[config.mk]
export PLATFORM = sky130hd
export DESIGN_NAME = event_stat_register_bank
export DESIGN_NICKNAME = d
export VERILOG_FILES = /design/src/rtl/event_stat_register_bank.sv
export SDC_FILE = /design/constraint.sdc
export NUM_CORES = 1
export LEC_CHECK = 0
export BUFFER_PORTS_ARGS = -buffer_cell sky130_fd_sc_hd__buf_4
export CAP_MARGIN = 40
export CELL_PAD_IN_SITES_DETAIL_PLACEMENT = 1
export CELL_PAD_IN_SITES_GLOBAL_PLACEMENT = 2
export CORE_MARGIN = 5
export CORE_UTILIZATION = 40
export DETAILED_ROUTE_END_ITERATION = 10
export GPL_ROUTABILITY_DRIVEN = 1
export PLACE_DENSITY = 0.85
export SLEW_MARGIN = 15
export SYNTH_ARGS = -nofsm -noshare
export SYNTH_HDL_FRONTEND = slang
export SYNTH_SLANG_ARGS = --single-unit
[constraint.sdc]
create_clock -name wb_clk_i -period 15.3 [get_ports wb_clk_i]
set_clock_uncertainty 0.05 [all_clocks]
set_input_delay 3.825 -clock wb_clk_i [delete_from_list [all_inputs] [get_ports wb_clk_i]]
set_output_delay 3.825 -clock wb_clk_i [all_outputs]
set_load 0.02 [all_outputs]
[src/rtl/event_stat_register_bank.sv]
// Event statistics register bank: per-channel saturating event counters with snapshots,
// sticky error flags and a run-gated channel mask behind a Wishbone target port.
// Optional feature macro: EVENT_STAT_CLEAR_ON_SNAPSHOT_EN (snapshot also restarts the live counters).
module event_stat_register_bank #(
   parameter int                NUM_CH     = 4,
   parameter int                CNT_WIDTH  = 32,
   parameter logic [NUM_CH-1:0] MASK_RESET = '1
) (
   input  logic              wb_clk_i,
   input  logic              rst_i,
   input  logic              wb_cyc_i,
   input  logic              wb_stb_i,
   input  logic              wb_we_i,
   input  logic [12:0]       wb_adr_i,
   input  logic [31:0]       wb_dat_i,
   input  logic [3:0]        wb_sel_i,
   output logic [31:0]       wb_dat_o,
   output logic              wb_ack_o,
   output logic              wb_err_o,
   output logic              wb_rty_o,
   input  logic [NUM_CH-1:0] ch_valid_i,
   input  logic [31:0]       err_i,
   input  logic              running_i,
   output logic [NUM_CH-1:0] ch_mask_o,
   output logic              force_reset_o
);

   // Handshake: a request is cyc&&stb; ack follows one cycle later and is qualified by the
   // live request, so a write commits on the edge that ends the acked cycle and read data
   // is captured on the first request cycle, before ack rises.
   logic                 ack_q;
   logic [31:0]          dat_q;
   logic                 force_q, force_d;
   logic                 freeze_q, freeze_d;
   logic [NUM_CH-1:0]    mask_next_q, mask_next_d;
   logic [NUM_CH-1:0]    mask_q;
   logic [31:0]          err_q, err_d;
   logic                 run_q;
   logic [CNT_WIDTH-1:0] cnt_q  [NUM_CH];
   logic [CNT_WIDTH-1:0] cnt_d  [NUM_CH];
   logic [CNT_WIDTH-1:0] snap_q [NUM_CH];
   logic [CNT_WIDTH-1:0] snap_d [NUM_CH];

   logic                 req, wr;
   logic [5:0]           word;
   logic [31:0]          be;
   logic                 wr_ctrl, snap_pulse;
   logic [NUM_CH-1:0]    inc;
   logic [31:0]          rd_data;
   logic                 unused_adr;

   assign req        = wb_cyc_i && wb_stb_i;
   assign wb_ack_o   = ack_q && req;
   assign wr         = wb_ack_o && wb_we_i;
   assign word       = wb_adr_i[7:2];
   assign be         = {{8{wb_sel_i[3]}}, {8{wb_sel_i[2]}}, {8{wb_sel_i[1]}}, {8{wb_sel_i[0]}}};
   assign wr_ctrl    = wr && (word == 6'd0) && wb_sel_i[0];
   assign snap_pulse = wr_ctrl && wb_dat_i[1];
   assign inc        = ch_valid_i & mask_q & {NUM_CH{~freeze_q & ~force_q}};
   assign unused_adr = ^{wb_adr_i[12:8], wb_adr_i[1:0]};

   assign wb_dat_o      = dat_q;
   assign wb_err_o      = 1'b0;
   assign wb_rty_o      = 1'b0;
   assign ch_mask_o     = mask_q;
   assign force_reset_o = force_q;

   always_comb begin
      force_d     = force_q;
      freeze_d    = freeze_q;
      mask_next_d = mask_next_q;
      err_d       = err_q | err_i;
      if (wr_ctrl) begin
         force_d  = wb_dat_i[0];
         freeze_d = wb_dat_i[2];
      end
      if (wr && (word == 6'd1))
         mask_next_d = (mask_next_q & ~be[NUM_CH-1:0]) | (wb_dat_i[NUM_CH-1:0] & be[NUM_CH-1:0]);
      // Clear is applied before OR-ing in err_i so a same-cycle set wins.
      if (wr && (word == 6'd2))
         err_d = (err_q & ~(wb_dat_i & be)) | err_i;
   end

   always_comb begin
      for (int i = 0; i < NUM_CH; i++) begin
         cnt_d[i]  = cnt_q[i];
         snap_d[i] = snap_q[i];
         if (inc[i] && !(&cnt_q[i]))
            cnt_d[i] = cnt_q[i] + CNT_WIDTH'(1);
         if (snap_pulse) begin
            snap_d[i] = cnt_q[i];
`ifdef EVENT_STAT_CLEAR_ON_SNAPSHOT_EN
            cnt_d[i] = inc[i] ? CNT_WIDTH'(1) : '0;
`else
            cnt_d[i] = cnt_d[i];
`endif
         end
         if (force_q) begin
            cnt_d[i]  = '0;
            snap_d[i] = '0;
         end
      end
   end

   always_comb begin
      rd_data = '0;
      case (word)
         6'd0: rd_data[2:0] = {freeze_q, 1'b0, force_q};
         6'd1: begin
            rd_data[16 +: NUM_CH] = mask_q;
            rd_data[NUM_CH-1:0]   = mask_next_q;
         end
         6'd2: rd_data = err_q;
         6'd3: begin
            rd_data[0]     = running_i;
            rd_data[12:8]  = 5'(NUM_CH);
            rd_data[21:16] = 6'(CNT_WIDTH);
         end
         default: begin
            for (int i = 0; i < NUM_CH; i++)
               if (word == 6'(16 + i)) rd_data[CNT_WIDTH-1:0] = snap_q[i];
         end
      endcase
   end

   always_ff @(posedge wb_clk_i or posedge rst_i) begin
      if (rst_i) begin
         ack_q       <= 1'b0;
         dat_q       <= '0;
         force_q     <= 1'b0;
         freeze_q    <= 1'b0;
         mask_next_q <= MASK_RESET;
         mask_q      <= MASK_RESET;
         err_q       <= '0;
         run_q       <= 1'b0;
         for (int i = 0; i < NUM_CH; i++) begin
            cnt_q[i]  <= '0;
            snap_q[i] <= '0;
         end
      end else begin
         ack_q       <= req;
         force_q     <= force_d;
         freeze_q    <= freeze_d;
         mask_next_q <= mask_next_d;
         err_q       <= err_d;
         run_q       <= running_i;
         if (req && !ack_q) dat_q <= rd_data;
         // The active mask only moves on a 0->1 transition of running_i.
         if (running_i && !run_q) mask_q <= mask_next_q;
         for (int i = 0; i < NUM_CH; i++) begin
            cnt_q[i]  <= cnt_d[i];
            snap_q[i] <= snap_d[i];
         end
      end
   end

endmodule
Yosys cells after proc, flatten, opt, wreduce, memory -nomap -nowiden
Cells that the tools add are included.
- flip-flop bits (word level): 332
- bits of input ports: 91
- output and inout port bits: 40
- multiplexer cells: 30
- $add $sub $neg: 4
- bitwise gates (word level): 14
- equality and inequality tests: 7
- reduce and logical (&&, ||, !) cells: 33
- operators by type and width (operator ; number):
    $mux W32 ; 21
    $add A32 B1 Y32 const B ; 4
    $reduce_and A32 Y1 ; 4
    $and A32 B32 Y32 ; 2
    $or A32 B32 Y32 ; 2
    $not A32 Y32 ; 1
    $eq A6 B5 Y1 const B ; 4
    $pmux W10 S2 ; 1
    $and A4 B4 Y4 ; 4
    $pmux W5 S3 ; 1
    $logic_and A1 B1 Y1 ; 14
    $eq A6 B2 Y1 const B ; 2
    $pmux W4 S3 ; 1
    $reduce_bool A2 Y1 ; 5
    $pmux W2 S4 ; 1
    $pmux W4 S2 ; 1
    $eq A6 B1 Y1 const B ; 1
    $logic_not A1 Y1 ; 6
    $logic_not A6 Y1 ; 1
    $pmux W2 S3 ; 1
    $pmux W3 S2 ; 1
    $not A4 Y4 ; 1
    $or A4 B4 Y4 ; 1
    $pmux W1 S4 ; 1
    5 further kinds ; 7

Logic depth before layout (Yosys ltp)
Gate-level depths: netlist of the first run.
- word-level depth: 8
- mapped depth: 8
- mapped depth without buffers: 7

Worst setup path after synthesis of the first run
Ideal clock, no wire load.
- path kind: input port to output port
- start: input wb_cyc_i
- end: output wb_ack_o
- path buffers: 0
- arrival: 4.078 ns
- slack: 7.347 ns
- stages: 1
- required time: 11.425 ns
- path through: and3_1
- longest elaborated chain between the ends: 2
- RTL lines (item ; RTL line ; source):
    start: declaration ; 11 ; input logic wb_cyc_i,
    $logic_and A1 B1 Y1 ; 52 ; assign req = wb_cyc_i && wb_stb_i;
    $logic_and A1 B1 Y1 ; 53 ; assign wb_ack_o = ack_q && req;
    end: declaration ; 18 ; output logic wb_ack_o,
Every way passes these cells.

Worst setup path in the final report of the first run
Same ends and word-level chain as after synthesis.

==> results of run 1 <==
[synth_stat cells, types with 3 or more instances]
cell type | instances | share of area, %
a211oi_1 | 6 | 0.30
a21o_1 | 32 | 1.6
a21oi_1 | 52 | 1.7
a222oi_1 | 6 | 0.40
a22o_1 | 128 | 7.4
a22oi_1 | 24 | 1.2
a31oi_1 | 11 | 0.45
and2_1 | 5 | 0.21
and3_1 | 30 | 1.2
and4_1 | 18 | 1.0
buf_1 | 6 | 0.15
buf_2 | 19 | 0.63
clkbuf_1 | 59 | 1.5
dfrtp_1 | 324 | 53
dfstp_2 | 8 | 1.4
ha_1 | 4 | 0.33
inv_1 | 17 | 0.42
mux2_1 | 4 | 0.30
mux2i_1 | 8 | 0.53
mux4_2 | 27 | 4.0
nand2_1 | 105 | 2.6
nand2b_1 | 3 | 0.12
nand3_1 | 55 | 1.8
nand4_1 | 48 | 2.0
nor2_1 | 161 | 4.0
nor2b_1 | 5 | 0.21
nor3_1 | 30 | 0.99
nor4_1 | 8 | 0.33
o2111ai_1 | 3 | 0.17
o21ai_0 | 22 | 0.73
o21ai_1 | 7 | 0.23
or3_1 | 24 | 0.99
xnor2_1 | 46 | 2.7
xor2_1 | 55 | 3.2
[power by group]
part	total, mW	switching (mW)	internal, mW
registers	0.908	0.0133	0.894
clock network	0.957	0.368	0.589
logic	0.115	0.0685	0.0462
total	1.98	0.450	1.53
[flip-flops by register name (all words and copies together), names as in the netlist, named ones only]
signal / count
ch_mask_o: 4
wb_dat_o: 32
force_reset_o: 1
err_q: 32
cnt_q: 128
run_q: 1
freeze_q: 1
ack_q: 1
snap_q: 128
[worst max path at each step]
stage                     startpoint       end  slack (ps)  cells past startpoint
final                       wb_cyc_i  wb_ack_o        7170                      3
after global placement      wb_cyc_i  wb_ack_o        7170                      3
after CTS                   wb_cyc_i  wb_ack_o        7170                      3
after global routing        wb_cyc_i  wb_ack_o        7160                      3
after detailed placement    wb_cyc_i  wb_ack_o        7170                      3
after floorplan                rst_i     ack_q        2240                      1
[cell families (layout without fill, tap and decap cells)]
| kind of cell | after synthesis | in the layout | synth area share, % |
|---|---|---|---|
| adders and majority gates | 4 | 4 | 0.3299 |
| other | 1 | 2 | 0.02472 |
| muxes | 41 | 41 | 4.981 |
| AOI/OAI and AO/OA | 301 | 301 | 14.80 |
| and+or+nand+nor | 506 | 506 | 16.45 |
| DFF | 332 | 332 | 54.82 |
| buffers and inverters | 103 | 225 | 2.754 |
| xor gates and xnor gates | 101 | 101 | 5.830 |
[through the flow]
step / cells / hold WS (ps) / util (%) / cell area (um2) / total power [mW]
6_report: 2023 / 426.6 / 47.78 / 17950 / 1.980
3_5_place_dp: 1955 / 413.5 / 44.19 / 16610 / 1.040
4_1_cts: 2021 / 419.9 / 47.69 / 17920 / 2.003
5_1_grt: 2023 / 442.2 / 47.78 / 17950 / 2.052
3_3_place_gp: 1949 / 403.4 / 43.95 / 16510 / 1.035
2_1_floorplan: 1390 / 388.7 / - / 15180 / 0.9798
[area by class of cell]
type	instances	area, um2
clock inverters	15	214.0
flip-flops and latches	332	8322
multi-input cells	955	6475
inverters	17	71.32
clock buffers	51	1101
repair buffers	142	1131
well taps	511	639.4
fillers	4044	19620
[worst max-delay path, delay by kind of cell]
kind                   cells  cell delay, ps
buffers and inverters      2             260
and+or+nand+nor            1             160
[cell usage in the layout (no fill, tap or decap), types with 27 or more instances in the layout]
cell       Yosys  final
dfrtp_1      324    323
nor2_1       161    159
buf_4          2    135
a22o_1       128    128
nand2_1      105    105
xor2_1        55     55
nand3_1       55     55
a21oi_1       52     51
nand4_1       48     48
xnor2_1       46     46
clkbuf_16      0     39
a21o_1        32     32
and3_1        30     30
nor3_1        30     30
mux4_2        27     27
[routing by layer]
metal | part of all wire (%) | up-vias | routed length [um]
met5 | 0 | - | 0
met3 | 5.7 | 65 | 2540
met1 | 45 | 6031 | 20190
met4 | 2.5 | 0 | 1124
li1 | - | 5261 | -
met2 | 47 | 299 | 21030
==> results.toml, run 1 <==
[outcome]
status = "finished, final reports clean"

[synth]
seq_area_frac_synth_pct = 54.82
synthCells = 1389
ys_warn_count = 0
synth-edff-count = 0
syn_area_um2 = 15170
synthFlopType = "dfrtp_1"
synth.distinct_cells = 53
ys_async_sr_fraction_pct = 100.0
ys_seq_elements = 332
syn_area_per_cell_um2 = 10.92

[critical_path]
crit_type = "in -> out"
timing.critical_path.cells = "buf_4 -> and3_1 -> buf_4"
crit_slowest_cell = "and3_1"
crit_path_end_kind = "primary output"
crit_path_frequent_cell = "buf_4"
required_ps = 11430
cp_max_fo = 3
r2r-start = "ack_q"
r2r_slack_ps = 11720
start_kind = "primary input"
r2r-end = "snap_q[34]"
rr_worst_depth = 8
slowest_delay_ps = 160
arrival_ps = 4250

[placement]
place_congestion = 0.8198
pre_cts_ws_ps = 7171
portBuffers = 121
place.detailed.hpwl_mm = 31.50

[die]
rows = 71
die_area_um2 = 41920
coreArea_um2 = 37580
die_w_um = 204.8
pin_count = 131
start_util_pct = 40.38
fp.dieH_um = 204.8

[timing]
rsz0062_at_grt = "no"
fin_setup_tns_ps = 0
max_freq_mhz = 123.0
finalWorstSetupSlack_ps = 7172
period_needed_ps = 8128
worst_slew_pin_slew_ps = 902.4
drv_slew = 0
setup_viol = 0
relSlewSlack_pct = 39.29
hold_viol = 0
final.period_utilization_pct = 53.12

[min_path]
whs_path_depth = 2
hold_path.class = "reg -> reg"
worstHoldEndpoint = "ch_mask_o[1]"

[grt]
grtUsageMet3_pct = 3.752
grt_pass1_wl_mm = 71.46
track_usage_pct = 21.44
gr-usage-met1_pct = 29.64
grt_max_degree = 78
grt_pass1_vias = 12270
met2_usage_pct = 35.18
top_usage_layer = "met2"
antenna_found_initial = 0
gr-total-overflow = 0

[routing]
drt_iter0_markers = 750
ant_nets = 0
drt_first_pass_iters = 6
drc = 0
wl_per_cell_um = 22.19
routed_wl_mm = 44.88
via_count = 11660
avgViaCountPerCell = 5.762

[clock_tree]
cts_max_level = 2
cts_sinks = 332
insertion_delay_ps = 530
hold_buffers = 0
cts_tree = "built"
cts_buffers = 37
clk_path_buf_depth = 3
post_cts_resized = 0
cts_setup_buffers = 0
cts.clk_slew.worst_paths_ps = 60
root_buffer = "clkbuf_16"

[final_layout]
syn_to_final_growth_pct = 18.33
nets = 1580
drive_above_1_share_pct = 17.20
diodes = 0

[power]
peakVddDrop_mv = 0.05855
p_leak_nw = 7.791
power_density_nw_per_um2 = 110.3

[run]
maxCapViolCount = 0
No activity file was read; power rests on OpenSTA's default activity.
==> run 2: changes to the inputs <==
==> constraint.sdc (replaced) <==
create_clock -name wb_clk_i -period 8.5 [get_ports wb_clk_i]
set_clock_uncertainty 0.05 [all_clocks]
set_input_delay 2.125 -clock wb_clk_i [delete_from_list [all_inputs] [get_ports wb_clk_i]]
set_output_delay 2.125 -clock wb_clk_i [all_outputs]
set_load 0.02 [all_outputs]
==> run 2 against run 1 <==
  * Clock power up 65%
  * Combinational power grew 83%
  * Design area fell by 0.44%
  * Register-to-register slack lost 6400 ps
  * Routed wire length increased by 0.73%
  * First-iteration DRC count is 4.7% higher
  * Largest power group is now registers
==> results.toml, run 2 (synthesized netlist as in run 1, its figures left out) <==
[power]
internal_power_mw = 2.624
peakVddDrop_mv = 0.1018
power_frac_seq_pct = 47.7
comb_power_share_pct = 6.1
clkPwrFrac_pct = 46.2
power_switching_uw = 800.5
power_density_nw_per_um2 = 191.6
sw_frac_of_total_pct = 23.37
p_leak_nw = 7.754

[min_path]
hold_path.class = "reg -> reg"
whs_path_depth = 2

[die]
start_util_pct = 40.38
pin_count = 131
die_w_um = 204.8
coreArea_um2 = 37580
rows = 71
fp.dieH_um = 204.8
die_area_um2 = 41920

[timing]
setup_viol = 0
relSlewSlack_pct = 38.82
drv_slew = 0
rsz0062_at_grt = "no"
period_needed_ps = 4731
hold_viol = 0
max_freq_mhz = 211.4
worst_slew_pin_slew_ps = 909.2
fin_setup_tns_ps = 0
finalWorstSetupSlack_ps = 3769
final.period_utilization_pct = 55.66
timing.hold.ws_ps = 427.9

[routing]
routed_wl_mm = 45.21
drt_iter0_markers = 785
via_count = 11550
ant_nets = 0
avgViaCountPerCell = 5.705
drc = 0
wl_per_cell_um = 22.34
drt_first_pass_iters = 5

[clock_tree]
cts_sinks = 332
cts_max_level = 2
insertion_delay_ps = 540
cts_setup_buffers = 0
post_cts_resized = 0
clk_path_buf_depth = 3
cts.clk_slew.worst_paths_ps = 60
hold_buffers = 0
cts_tree = "built"
root_buffer = "clkbuf_16"
cts_buffers = 37

[critical_path]
required_ps = 6330
crit_type = "in -> out"
cp_max_fo = 3
start_kind = "primary input"
rr_worst_depth = 5
arrival_ps = 2560
crit_path_end_kind = "primary output"

[final_layout]
reg_top3 = "cnt_q: 128 flops, snap_q: 128 flops"
final_cells = 2024
nets = 1583
layout_common_cells = "323 x dfrtp_1, 159 x nor2_1, 137 x buf_4"
drive_above_1_share_pct = 17.12
fill_cells = 4069
diodes = 0
final_common_cell = "dfrtp_1"
syn_to_final_growth_pct = 17.81

[run]
maxCapViolCount = 0

[placement]
placed_cells = 1958
pre_cts_ws_ps = 3554
place_congestion = 0.8121
place.detailed.hpwl_mm = 31.82
portBuffers = 121

[grt]
grt_pass1_wl_mm = 71.20
gr-total-overflow = 0
track_usage_pct = 21.54
grt_pass1_vias = 12240
grt_max_degree = 70
antenna_found_initial = 0

[outcome]
status = "finished, final reports clean"
## run 2: through the flow
step,power [mW],cell area [um2],util [%]
2_1_floorplan,1.764,15180,-
3_3_place_gp,1.865,16530,43.99
3_5_place_dp,1.873,16630,44.25
4_1_cts,3.466,17820,47.42
5_1_grt,3.552,17870,47.57
6_report,3.425,17870,47.57
## run 2: cell type report
cell class	instances	area [um2]	share of cell area [%]
sequential	332	8322	46.56
multi-input combinational	955	6475	36.22
timing repair buffer	145	1181	6.608
clock buffer	52	1095	6.125
tap	511	639.4	3.577
clock inverter	12	95.09	0.5320
inverter	17	67.56	0.3780
## run 2: metal layers
layer / track usage [%] / wire length, um / share of wire [%] / up-vias
li1: - / - / - / 5273
met1: 28.84 / 19840 / 44 / 5932
met2: 35.50 / 21410 / 47 / 279
met3: 4.844 / 2861 / 6.3 / 63
met4: 6.030 / 1092 / 2.4 / 0
met5: 0 / 0 / 0 / -
## run 2: worst max-delay path, cell delays in order
cell    delay [ps]
buf_4          110
and3_1         170
buf_4          150
## run 2: final timing paths
path | to | slack (ps) | startpoint
max reg2reg | cnt_q[120] | 5330 | force_reset_o
min reg2reg | ch_mask_o[3] | 430 | flip-flop
max in group asynchronous | snap_q[36] | 5390 | rst_i
min | ch_mask_o[3] | 430 | flip-flop
max | wb_ack_o | 3770 | wb_cyc_i
min in group asynchronous | wb_dat_o[23] | 1440 | rst_i
## run 2: power groups by stage
stage | logic (mW) | clock network (mW) | registers, mW
after floorplan | 0.0778 | 0 | 1.69
after global placement | 0.204 | 0 | 1.66
after CTS | 0.212 | 1.62 | 1.63
final | 0.210 | 1.58 | 1.63
after global routing | 0.231 | 1.68 | 1.64
after detailed placement | 0.211 | 0 | 1.66
